===== config.mk =====
export PLATFORM = sky130hd
export DESIGN_NAME = temporal_buffer_reader
export DESIGN_NICKNAME = d
export VERILOG_FILES = /design/src/rtl/temporal_buffer_reader_pkg.sv /design/src/rtl/temporal_buffer_reader_next_set_index.sv /design/src/rtl/temporal_buffer_reader.sv
export SDC_FILE = /design/constraint.sdc
export NUM_CORES = 1
export LEC_CHECK = 0
export CORE_MARGIN = 8
export CORE_UTILIZATION = 30
export CTS_CLUSTER_SIZE = 30
export DETAILED_ROUTE_END_ITERATION = 10
export PLACE_DENSITY = 0.51
export SETUP_SLACK_MARGIN = 0.2
export SYNTH_ARGS = -nofsm -noshare
export SYNTH_HDL_FRONTEND = slang
export SYNTH_SLANG_ARGS = --single-unit

===== constraint.sdc =====
create_clock -name clk -period 4.65 [get_ports clk]
set_clock_uncertainty 0.05 [all_clocks]
set_input_delay 0.93 -clock clk [delete_from_list [all_inputs] [get_ports clk]]
set_output_delay 0.93 -clock clk [all_outputs]
set_load 0.02 [all_outputs]

===== src/rtl/temporal_buffer_reader_pkg.sv =====
// Shared definitions for the temporal buffer read sequencer.
//   - tbr_state_e : read FSM state encoding
//   - clause_width: bits in one clause slot (NSAT-1 literals, self literal excluded)
// A literal is {polarity[LAW], address[LAW-1:0]}; a slot is empty when every
// literal address in it is zero, whatever the polarity bits hold.
package temporal_buffer_reader_pkg;

    typedef enum logic [1:0] {
        StIdle   = 2'd0,
        StFetch  = 2'd1,
        StStream = 2'd2,
        StDone   = 2'd3
    } tbr_state_e;

    function automatic int unsigned clause_width(int unsigned nsat, int unsigned law);
        return (nsat - 1) * (law + 1);
    endfunction

endpackage


===== src/rtl/temporal_buffer_reader_next_set_index.sv =====
// Combinational lowest-set-bit search at or above a start position.
//   mask_i  : candidate bits
//   start_i : first position considered; one bit wider than an index so that
//             "one past the last slot" is representable and yields found_o=0
//   found_o : some mask bit at or above start_i is set
//   index_o : lowest such position (0 when found_o=0)
module temporal_buffer_reader_next_set_index #(
    parameter int unsigned W = 20
) (
    input  logic [W-1:0]         mask_i,
    input  logic [$clog2(W):0]   start_i,
    output logic                 found_o,
    output logic [$clog2(W)-1:0] index_o
);

    localparam int unsigned IW = $clog2(W);

    always_comb begin
        found_o = 1'b0;
        index_o = '0;
        for (int unsigned i = 0; i < W; i++) begin
            if (!found_o && mask_i[i] && ((IW + 1)'(i) >= start_i)) begin
                found_o = 1'b1;
                index_o = IW'(i);
            end
        end
    end

endmodule


===== src/rtl/temporal_buffer_reader.sv =====
// Read-side sequencer for the per-flip temporal buffer array.
// On start it points the buffer read port at the selected flip, snapshots the
// whole clause-slot bus one cycle later, then streams the non-empty slots in
// ascending order, one clause per valid/ready beat. The buffer may be
// rewritten for the next round while the snapshot drains.
//   clk, reset         : clock, asynchronous active-low reset
//   start_i/sel_index_i: begin a read of the given flip (only honoured in idle)
//   busy_o             : sequencer not idle
//   read_index_o       : buffer array read index
//   literals_multi_i   : all MCPV clause slots from the buffer array
//   clause_o/clause_idx_o/last_o/valid_o/ready_i : clause stream
//   done_o             : one-cycle pulse at the end of a read round
module temporal_buffer_reader
    import temporal_buffer_reader_pkg::*;
#(
    parameter int unsigned NSAT = 3,
    parameter int unsigned LAW  = 11,
    parameter int unsigned MCPV = 20,
    localparam int unsigned IW  = $clog2(NSAT),
    localparam int unsigned PW  = $clog2(MCPV),
    localparam int unsigned CW  = clause_width(NSAT, LAW)
) (
    input  logic             clk,
    input  logic             reset,
    input  logic             start_i,
    input  logic [IW-1:0]    sel_index_i,
    output logic             busy_o,
    output logic [IW-1:0]    read_index_o,
    input  logic [MCPV*CW-1:0] literals_multi_i,
    output logic [CW-1:0]    clause_o,
    output logic [PW-1:0]    clause_idx_o,
    output logic             valid_o,
    input  logic             ready_i,
    output logic             last_o,
    output logic             done_o
);

    tbr_state_e               state_q, state_d;
    logic [IW-1:0]            read_index_q, read_index_d;
    logic [MCPV-1:0][CW-1:0]  shadow_q, shadow_d;
    logic [MCPV-1:0]          mask_q, mask_d;
    logic [PW-1:0]            ptr_q, ptr_d;

    logic [MCPV-1:0]          nz;
    logic                     first_found;
    logic [PW-1:0]            first_idx;
    logic                     next_found;
    logic [PW-1:0]            next_idx;
    logic [PW:0]              next_start;

    // Non-empty slot mask straight off the bus; only consumed during FETCH.
    always_comb begin
        nz = '0;
        for (int unsigned k = 0; k < MCPV; k++) begin
            for (int unsigned j = 0; j < NSAT - 1; j++) begin
                if (literals_multi_i[k*CW + j*(LAW+1) +: LAW] != '0) begin
                    nz[k] = 1'b1;
                end
            end
        end
    end

    assign next_start = (PW + 1)'(ptr_q) + (PW + 1)'(1);

    temporal_buffer_reader_next_set_index #(
        .W (MCPV)
    ) u_first (
        .mask_i  (nz),
        .start_i ('0),
        .found_o (first_found),
        .index_o (first_idx)
    );

    // No set bit above ptr means the current beat is the final one.
    temporal_buffer_reader_next_set_index #(
        .W (MCPV)
    ) u_next (
        .mask_i  (mask_q),
        .start_i (next_start),
        .found_o (next_found),
        .index_o (next_idx)
    );

    always_comb begin
        state_d      = state_q;
        read_index_d = read_index_q;
        shadow_d     = shadow_q;
        mask_d       = mask_q;
        ptr_d        = ptr_q;

        unique case (state_q)
            StIdle: begin
                if (start_i) begin
                    read_index_d = sel_index_i;
                    state_d      = StFetch;
                end
            end
            StFetch: begin
                shadow_d = literals_multi_i;
                mask_d   = nz;
                if (first_found) begin
                    ptr_d   = first_idx;
                    state_d = StStream;
                end else begin
                    state_d = StDone;
                end
            end
            StStream: begin
                if (ready_i) begin
                    mask_d[ptr_q] = 1'b0;
                    if (next_found) begin
                        ptr_d = next_idx;
                    end else begin
                        state_d = StDone;
                    end
                end
            end
            StDone: begin
                state_d = StIdle;
            end
            default: begin
                state_d = StIdle;
            end
        endcase
    end

    always_ff @(posedge clk or negedge reset) begin
        if (!reset) begin
            state_q      <= StIdle;
            read_index_q <= '0;
            shadow_q     <= '0;
            mask_q       <= '0;
            ptr_q        <= '0;
        end else begin
            state_q      <= state_d;
            read_index_q <= read_index_d;
            shadow_q     <= shadow_d;
            mask_q       <= mask_d;
            ptr_q        <= ptr_d;
        end
    end

    always_comb begin
        valid_o      = (state_q == StStream);
        busy_o       = (state_q != StIdle);
        done_o       = (state_q == StDone);
        read_index_o = read_index_q;
        clause_o     = valid_o ? shadow_q[ptr_q] : '0;
        clause_idx_o = valid_o ? ptr_q : '0;
        last_o       = valid_o & ~next_found;
    end

endmodule


==> flow_summary.ini, run 1 <==
[yosys]
ys_seq_elements = 509
synth_area_sq_mm = 0.0252
synth_edf_count = 0
synth.avg_cell_area_sq_um = 13.5
syn_inst = 1858
async_reset_ff_share_pct = 100
ys_warn_count = 0
ys.flop_type = dfrtp_1
synth_cell_types = 76
syn-num-nets = 2354
synth-seq-area-share_pct = 50.6

[final_layout]
layout.nets = 2899
final_core_util_pct = 41.1
fillCellCount = 7743
design_area_sq_mm = 0.0343
multi_input_area_sq_mm = 0.0119
areaGrowthSynthToFinish_pct = 36.1
final_layout_size_suffix_gt1_share_pct = 34.9
seqCellArea_sq_mm = 0.0127

[clock_tree]
clk_latency_ps = 630
cts_buffer_depth = 3
h-tree-depth = 2
cts_made_buffers = 58
cts-root-buf = clkbuf_16
cts_tree = done
cts.sinks = 509
cts.clk_slew.worst_paths_ps = 60

[placed_design]
place_hpwl_microns = 80400
pre_cts_ws_ps = 311
place_area_sq_mm = 0.0320
place.port_buffers = 520
gp_congestion = 0.870

[pwr]
power_density_mw_per_mm2 = 481
leakage_nw = 13.1
vdd_drop_max_uv = 311

[sta]
post-route-period-util_pct = 94.0
rsz0062_at_grt = yes
finalSetupTns_ps = 0
hold_violations = 0
fin_ws_ps = 279
fmax_ghz = 0.229
fin_crit_ps = 4370
slew_violations = 0
slew_headroom_pct = 22.0
setup_viol = 0
tightest_slew_ps = 1170

[floorplan]
die_w_microns = 306
rows = 106
fp.dieH_microns = 306
initial_core_util_pct = 30.2
die_area_sq_mm = 0.0934
coreArea_sq_mm = 0.0833
io_pins = 521

[drt]
post_drt_via_cell_ratio = 5.34
drt-total-wl_microns = 102000
firstDrtPassIters = 6
drc_errors = 0
detail-route-antenna-nets = 0
drtIter0Drc = 1307
vias = 18900
post_drt_wl_per_cell_microns = 29.0

[worst_setup_path]
worstPathRequired_ps = 3670
reg2reg_from = ptr_q[0]
cp_max_fo = 9
r2r_cells = 11
reg2reg_slack_ps = 970
critPathArrivalTime_ps = 3390
end_kind = output pin
reg2reg_to = ptr_q[2]
critPathLaunchType = flop
criticalPathCategory = flop to output pin

[run_status]
status = finished clean

[global_route]
antenna_found_initial = 16
grt_pass1_vias = 20900
grt_overflow = 0
grt.total_usage_pct = 21.2
grt_start_max_net_pins = 96
grt_pass1_wl_microns = 148000

[hold_path]
hold_class = input pin to async pin

[run]
maxCapViolCount = 0
==> cell usage after synthesis, types with 3 or more instances <==
library cell	n	share of area, %
or4_1	21	0.63
a21o_1	3	0.089
nor4_1	101	2.5
nand2_1	92	1.4
mux2_4	5	0.30
and2_1	7	0.17
buf_1	6	0.089
nor3_1	12	0.24
nand4_1	24	0.60
o31ai_1	3	0.089
o22a_1	3	0.10
a221oi_1	23	0.80
o211a_1	4	0.16
and3_1	3	0.075
nand4b_1	3	0.10
a211oi_1	4	0.12
nand2b_1	8	0.20
nand3_1	10	0.20
clkbuf_1	94	1.4
o22ai_1	5	0.12
dfrtp_1	509	51
buf_6	3	0.13
mux2_2	486	22
o21a_1	3	0.089
mux4_2	120	11
a31o_2	5	0.17
a21oi_1	50	0.99
ha_1	10	0.50
a31oi_1	4	0.099
buf_2	18	0.36
a22oi_1	6	0.18
o21ai_0	47	0.93
inv_1	17	0.25
nor2_1	66	0.98
o2111ai_1	4	0.14
nor3b_1	4	0.12
nor2b_1	8	0.20
o211ai_1	19	0.57
==> state kept, by name (all words and copies together) (netlist names) <==
| register | count |
|---|---|
| ptr_q | 5 |
| shadow_q | 480 |
| mask_q | 20 |
| read_index_o | 2 |
| state_q | 2 |
==> routing by layer <==
metal  vias to the layer above  global-route usage (%)  wire length, microns
li1                       8242                       -                     -
met4                        12                    6.37                  3330
met5                         -                       0                    86
met3                       133                    4.91                  6400
met2                       656                    34.9                 48500
met1                      9828                    27.9                 44100
==> power breakdown <==
group | switching [W] | internal [W] | leakage, nW | total (W)
clock | 0.00194 | 0.00287 | 0.976 | 0.00481
sequential | 0.000305 | 0.00474 | 5.94 | 0.00504
combinational | 0.00373 | 0.00290 | 6.20 | 0.00663
total | 0.00597 | 0.0105 | 13.1 | 0.0165
==> how the worst max path moves through the flow <==
| stage | slack, ps | endpoint | start |
|---|---|---|---|
| 2_1_floorplan | 300 | last_o | ptr_q[0] |
| 3_3_place_gp | 300 | clause_o[8] | ptr_q[0] |
| 3_5_place_dp | 310 | ptr_q[2] | literals_multi_i[163] |
| 4_1_cts | 180 | clause_o[17] | ptr_q[0] |
| 5_1_grt | 100 | last_o | ptr_q[0] |
| 6_report | 280 | last_o | ptr_q[0] |
==> through the flow <==
stage | hold slack (ps) | total power [W] | cells
2_1_floorplan | 425 | 0.00847 | 1858
3_3_place_gp | 433 | 0.0116 | 3418
3_5_place_dp | 441 | 0.0116 | 3418
4_1_cts | 290 | 0.0166 | 3527
5_1_grt | 333 | 0.0172 | 3531
6_report | 283 | 0.0165 | 3532
==> cell usage in the layout, fill, tap and decap left out, types with 16 or more instances in the layout <==
cell type,count
clkdlybuf4s50_1,491
o211ai_1,19
buf_4,78
buf_12,16
a221oi_1,22
nor2_1,58
or4_1,21
mux2_2,486
nand2_1,91
nor4_1,101
o21ai_0,47
inv_1,17
clkbuf_16,58
mux4_2,120
a21oi_1,45
dfrtp_1,506
nand4_1,24
==> timing repair <==
| item | CTS | global route |
|---|---|---|
| pin swaps | 0 | 1 |
| resized for setup | 42 | 12 |
| endpoints found under the setup margin | 21 | 9 |
| buffers inserted | 2 | 0 |
| gates cloned | 3 | 0 |
| hold buffers | 0 | 0 |
==> critical path, cell delays in order, from the launching register on <==
cell       delay [ps]
dfrtp_4           550
buf_12            170
ha_2              240
nand2_2           210
nor2_1             60
o311ai_0          570
o2111ai_2         280
nor4_4            380
and2_1            170
buf_4             150
==> cells by family (layout without fill, tap and decap cells) <==
logic type | count (synthesis) | in the layout | share of synthesized area (%)
adders and majority gates | 11 | 11 | 0.537
AOI/OAI and AO/OA | 206 | 206 | 5.56
buffers and inverters | 141 | 730 | 2.31
xor gates and xnor gates | 1 | 1 | 0.0348
and+or+nand+nor | 378 | 378 | 8.11
DFF | 509 | 509 | 50.6
muxes | 612 | 612 | 32.8
other | 0 | 5 | 0
==> area by class of cell <==
class,count,share of cell area [%]
diodes,5,0.0365
clock buffers,80,4.83
clock inverters,24,1.01
inverters,18,0.197
multi-input cells,1208,34.8
flip-flops and latches,509,37.2
well taps,1080,3.94
repair buffers,608,17.9
(Power assumes the default switching activity.)
==> run 2: changes to the inputs <==
--- a/config.mk
+++ b/config.mk
@@ -5,11 +5,13 @@
 export SDC_FILE = /design/constraint.sdc
 export NUM_CORES = 1
 export LEC_CHECK = 0
+export CELL_PAD_IN_SITES_DETAIL_PLACEMENT = 1
+export CELL_PAD_IN_SITES_GLOBAL_PLACEMENT = 1
 export CORE_MARGIN = 8
 export CORE_UTILIZATION = 30
 export CTS_CLUSTER_SIZE = 30
 export DETAILED_ROUTE_END_ITERATION = 10
-export PLACE_DENSITY = 0.51
+export PLACE_DENSITY = 0.6
 export SETUP_SLACK_MARGIN = 0.2
 export SYNTH_ARGS = -nofsm -noshare
 export SYNTH_HDL_FRONTEND = slang
==> flow_summary.ini, run 2 (same netlist as run 1, synthesis figures left out) <==
[drt]
drt-total-wl_microns = 106000
firstDrtPassIters = 5
post_drt_via_cell_ratio = 5.37
post_drt_wl_per_cell_microns = 30.0
drc_errors = 0
vias = 19000
drtIter0Drc = 1165
detail-route-antenna-nets = 0

[final_layout]
final_cell_mix = dfrtp_1, clkdlybuf4s50_1, mux2_2, mux4_2, nor4_1
layout.nets = 2888
reg_top3 = shadow_q: 480 flops, mask_q: 20 flops, ptr_q: 5 flops
seqCellArea_sq_mm = 0.0127
final_common_cell = dfrtp_1
multi_input_area_sq_mm = 0.0120
final_core_util_pct = 41.4
fin_cells = 3529
final_layout_size_suffix_gt1_share_pct = 34.5
fillCellCount = 8584
top_register = shadow_q
areaGrowthSynthToFinish_pct = 36.9
largest_register_ffs = 480

[pwr]
power_frac_comb_pct = 38.8
p_sw_share_pct = 35.3
power_density_mw_per_mm2 = 492
pwr-share-seq_pct = 29.7
p_int_w = 0.0110
vdd_drop_max_uv = 278
p_switching_w = 0.00598
power_frac_clock_pct = 31.4
leakage_nw = 13.2

[clock_tree]
cts.clk_slew.worst_paths_ps = 60
cts_buffer_depth = 3
cts_made_buffers = 59
cts.sinks = 509
cts_tree = done
clk_latency_ps = 630
cts-root-buf = clkbuf_16
h-tree-depth = 2

[sta]
post-route-period-util_pct = 95.8
setup_viol = 0
slew_violations = 0
fin_hold_ws_ps = 232
slew_headroom_pct = 37.9
finalSetupTns_ps = 0
fmax_ghz = 0.225
rsz0062_at_grt = yes
hold_violations = 0
tightest_slew_ps = 931
fin_crit_ps = 4450

[worst_setup_path]
critPathArrivalTime_ps = 3470
reg2reg_slack_ps = 1080
critPathLaunchType = flop
cp_cell_sequence = buf_12 > nand2_1 > mux2_2 > a221oi_2 > o2111ai_2 > nor4_4 > buf_4 > and2_1 > buf_4
cpPeakStageDelay_ps = 630
crit_slowest_cell = dfrtp_4
path_common_cell = buf_4
end_kind = output pin
cp_max_fo = 41
criticalPathCategory = flop to output pin
r2r_cells = 12
worstPathRequired_ps = 3670

[placed_design]
place.port_buffers = 520
dp_cells = 3398
place_hpwl_microns = 83400
gp_congestion = 0.915

[global_route]
grt_pass1_vias = 21600
grt_start_max_net_pins = 114
grt_pass1_wl_microns = 155000
grt.total_usage_pct = 22.2
grt_overflow = 0
antenna_found_initial = 33

[floorplan]
die_w_microns = 306
initial_core_util_pct = 30.2
rows = 106
coreArea_sq_mm = 0.0833
io_pins = 521
fp.dieH_microns = 306
die_area_sq_mm = 0.0934

[run_status]
status = finished clean

[hold_path]
hold_class = input pin to async pin

[run]
maxCapViolCount = 0
-- run 2: cell types whose count changed in the layout (fill, tap and decap cells not counted), sizes merged --
cell,change
clkbuf,-3
dlymetal6s2s,+7
dlygate4sd2,+1
buf,-22
diode,+6
clkdlybuf4s50,+4
clkinv,-5
bufbuf,-2
clkinvlp,+5
inv,-1
bufinv,+7
-- run 2: layout make-up --
cell class | instances | area share, %
sequential | 509 | 37.0
timing repair buffer | 596 | 17.6
multi-input combinational | 1208 | 34.7
antenna | 11 | 0.0799
clock buffer | 77 | 4.89
clock inverter | 30 | 1.60
tap | 1080 | 3.92
inverter | 18 | 0.207
-- run 2: power groups by stage --
stage / sequential [W] / clock, W / combinational (W)
floorplan: 0.00494 / 0 / 0.00353
global placement: 0.00519 / 0 / 0.00622
detailed placement: 0.00520 / 0 / 0.00629
CTS: 0.00503 / 0.00544 / 0.00658
global route: 0.00507 / 0.00560 / 0.00694
finish: 0.00503 / 0.00533 / 0.00657
-- run 2: critical path, delay by kind of cell (launching register included) --
family,cells,cell delay (ps)
AO/OA/AOI/OAI,2,590
AND/OR/NAND/NOR,3,640
multiplexers,1,370
buffers and inverters,3,630
flip-flops,1,630
-- run 2: repair_timing --
item | in CTS | in global routing
hold buffers | 0 | 0
endpoints found under the setup margin | 24 | 11
gates resized for setup | 36 | 16
setup buffers | 11 | 1
pin swaps | 0 | 1
cloned | 1 | 0
hold endpoints to repair | 0 | 0
-- run 2: worst paths after layout --
kind                               start             to
min                                reset  shadow_q[471]
min reg2reg                shadow_q[175]  shadow_q[175]
max reg2reg                     ptr_q[1]     state_q[1]
min in group clk           shadow_q[175]  shadow_q[175]
max in group asynchronous          reset    shadow_q[6]
max                             ptr_q[1]         last_o
-- run 2: routing by layer --
layer / up-vias / global-route usage (%) / routed length [microns]
li1: 8241 / - / -
met1: 9999 / 27.1 / 42600
met3: 179 / 5.17 / 5780
met4: 34 / 6.83 / 3390
met2: 501 / 38.7 / 54000
met5: - / 0 / 225
-- run 2: stage by stage --
| step | area (sq um) | worst slack [ps] | total power [W] |
|---|---|---|---|
| finish | 34400 | 196 | 0.0169 |
| global route | 34400 | 53.5 | 0.0176 |
| CTS | 34400 | 75.9 | 0.0170 |
| detailed placement | 31900 | 328 | 0.0115 |
| global placement | 31900 | 376 | 0.0114 |
| floorplan | 25200 | 297 | 0.00847 |
==> run 3: changes to the inputs <==
--- a/config.mk
+++ b/config.mk
@@ -9,6 +9,7 @@
 export CELL_PAD_IN_SITES_GLOBAL_PLACEMENT = 1
 export CORE_MARGIN = 8
 export CORE_UTILIZATION = 30
+export CTS_CLUSTER_DIAMETER = 60
 export CTS_CLUSTER_SIZE = 30
 export DETAILED_ROUTE_END_ITERATION = 10
 export PLACE_DENSITY = 0.6
==> constraint.sdc (replaced) <==
create_clock -name clk -period 4.6 [get_ports clk]
set_clock_uncertainty 0.05 [all_clocks]
set_input_delay 0.92 -clock clk [delete_from_list [all_inputs] [get_ports clk]]
set_output_delay 0.92 -clock clk [all_outputs]
set_load 0.02 [all_outputs]
==> flow_summary.ini, run 3 (same netlist as run 1, synthesis figures left out) <==
[floorplan]
fp.dieH_microns = 306
initial_core_util_pct = 30.2
die_area_sq_mm = 0.0934
io_pins = 521
coreArea_sq_mm = 0.0833
rows = 106
die_w_microns = 306

[run]
maxCapViolCount = 0

[pwr]
leakage_nw = 13.1
finalPower_w = 0.0166
power_density_mw_per_mm2 = 485
vdd_drop_max_uv = 275

[clock_tree]
cts_tree = done
ctsHoldBuffers = 0
cts_buffer_depth = 3
h-tree-depth = 2
cts.sinks = 509
cts-root-buf = clkbuf_16
cts_made_buffers = 54
cts.clk_slew.worst_paths_ps = 70
clk_latency_ps = 620

[sta]
slew_headroom_pct = 36.9
setup_viol = 0
post-route-period-util_pct = 96.1
hold_violations = 0
rsz0062_at_grt = yes
tightest_slew_ps = 946
slew_violations = 0
finalSetupTns_ps = 0
fin_crit_ps = 4420
fmax_ghz = 0.226

[worst_setup_path]
path_common_cell = buf_4
cpPeakStageDelay_ps = 540
worstPathRequired_ps = 3630
end_kind = output pin
critPathLaunchType = flop
cp_cell_sequence = buf_4 > a311o_1 > o31ai_1 > a221oi_2 > o2111ai_2 > nor4_4 > and2_1 > buf_4
critPathBufInv = 2
critPathArrivalTime_ps = 3450
crit_slowest_cell = dfrtp_4
criticalPathCategory = flop to output pin
critPathTopFamily = compound AO/OA/AOI/OAI gates
cp_max_fo = 28

[final_layout]
final_layout_size_suffix_gt1_share_pct = 34.8
layout.nets = 2898
seqCellArea_sq_mm = 0.0127
top_register = shadow_q
final_common_cell = dfrtp_1
areaGrowthSynthToFinish_pct = 36.2
multi_input_area_sq_mm = 0.0120
reg_top3 = shadow_q: 480 flops, mask_q: 20 flops, ptr_q: 5 flops
largest_register_ffs = 480
fillCellCount = 8621
final_cell_mix = dfrtp_1, clkdlybuf4s50_1, mux2_2, mux4_2, nor4_1

[run_status]
status = finished clean

[hold_path]
hold_class = input pin to async pin

[global_route]
grt_pass1_wl_microns = 155000
grt_pass1_vias = 21600
grt_start_max_net_pins = 148
grt.total_usage_pct = 22.1
grt_overflow = 0
antenna_found_initial = 27

[drt]
vias = 19000
detail-route-antenna-nets = 0
maxUsedRoutingLayer = met5
post_drt_wl_per_cell_microns = 29.8
met2_length_microns = 53200
drtIter0Drc = 1069
drc_errors = 0
post_drt_via_cell_ratio = 5.36
drt-total-wl_microns = 106000
wl_met1_microns = 43300
firstDrtPassIters = 5
route.met3.wl_microns = 5350

[placed_design]
place_hpwl_microns = 83100
place.port_buffers = 520
gp_congestion = 0.886
[run 3: cell type report]
type	instances	area share (%)
Antenna cell	17	0.124
Sequential cell	509	37.2
Tap cell	1080	3.94
Inverter	18	0.212
Clock buffer	64	4.29
Timing Repair Buffer	611	17.8
Clock inverter	37	1.46
Multi-Input combinational cell	1208	34.9
[run 3: worst paths after layout]
path	from	endpoint	slack [ps]	cells past startpoint
setup reg to reg	ptr_q[0]	ptr_q[2]	940	13
hold / removal	reset	shadow_q[472]	280	1
max in group asynchronous	reset	shadow_q[276]	3010	2
setup / recovery	ptr_q[1]	last_o	180	8
hold reg to reg	shadow_q[190]	shadow_q[190]	450	1
min in group clk	shadow_q[190]	shadow_q[190]	450	1
[run 3: worst reg2reg max path: stages, from the launching register on]
cell and delay [ps]:
dfrtp_4 440, buf_4 250, clkinvlp_4 190, buf_12 150
ha_4 290, nor2b_2 230, nor3_1 70, o311a_1 350
o22ai_1 340, buf_4 220, nor3b_1 60, nor4b_1 460
o32ai_1 160, mux2_4 290
[run 3: what timing repair did]
item,CTS,global route
gates resized for setup,44,12
endpoints found under the setup margin,24,13
setup buffers,2,12
pin swaps,1,1
cloned,1,0
[run 3: metal layers]
metal  vias to the layer above  GRT usage, %
met5                         -             0
met2                       503          37.9
met3                       163          4.10
met4                        18          7.96
li1                       8260             -
met1                     10100          27.9
[run 3: metrics by stage]
| step | std cells | cell area, sq um | hold WS, ps | utilization, % | setup slack, ps |
|---|---|---|---|---|---|
| 5_1_grt | 3536 | 34200 | 338 | 41.1 | 5.01 |
| 6_report | 3544 | 34300 | 284 | 41.1 | 180 |
| 3_3_place_gp | 3411 | 31900 | 433 | 38.3 | 67.0 |
| 4_1_cts | 3515 | 34100 | 332 | 40.9 | 65.6 |
| 2_1_floorplan | 1858 | 25200 | 425 | - | 257 |
| 3_5_place_dp | 3411 | 31900 | 441 | 38.3 | 103 |
[run 3: report_power, final]
| part | total, W | switching, W | internal [W] |
|---|---|---|---|
| registers | 0.00508 | 0.000298 | 0.00478 |
| logic | 0.00672 | 0.00378 | 0.00294 |
| clock network | 0.00483 | 0.00212 | 0.00271 |
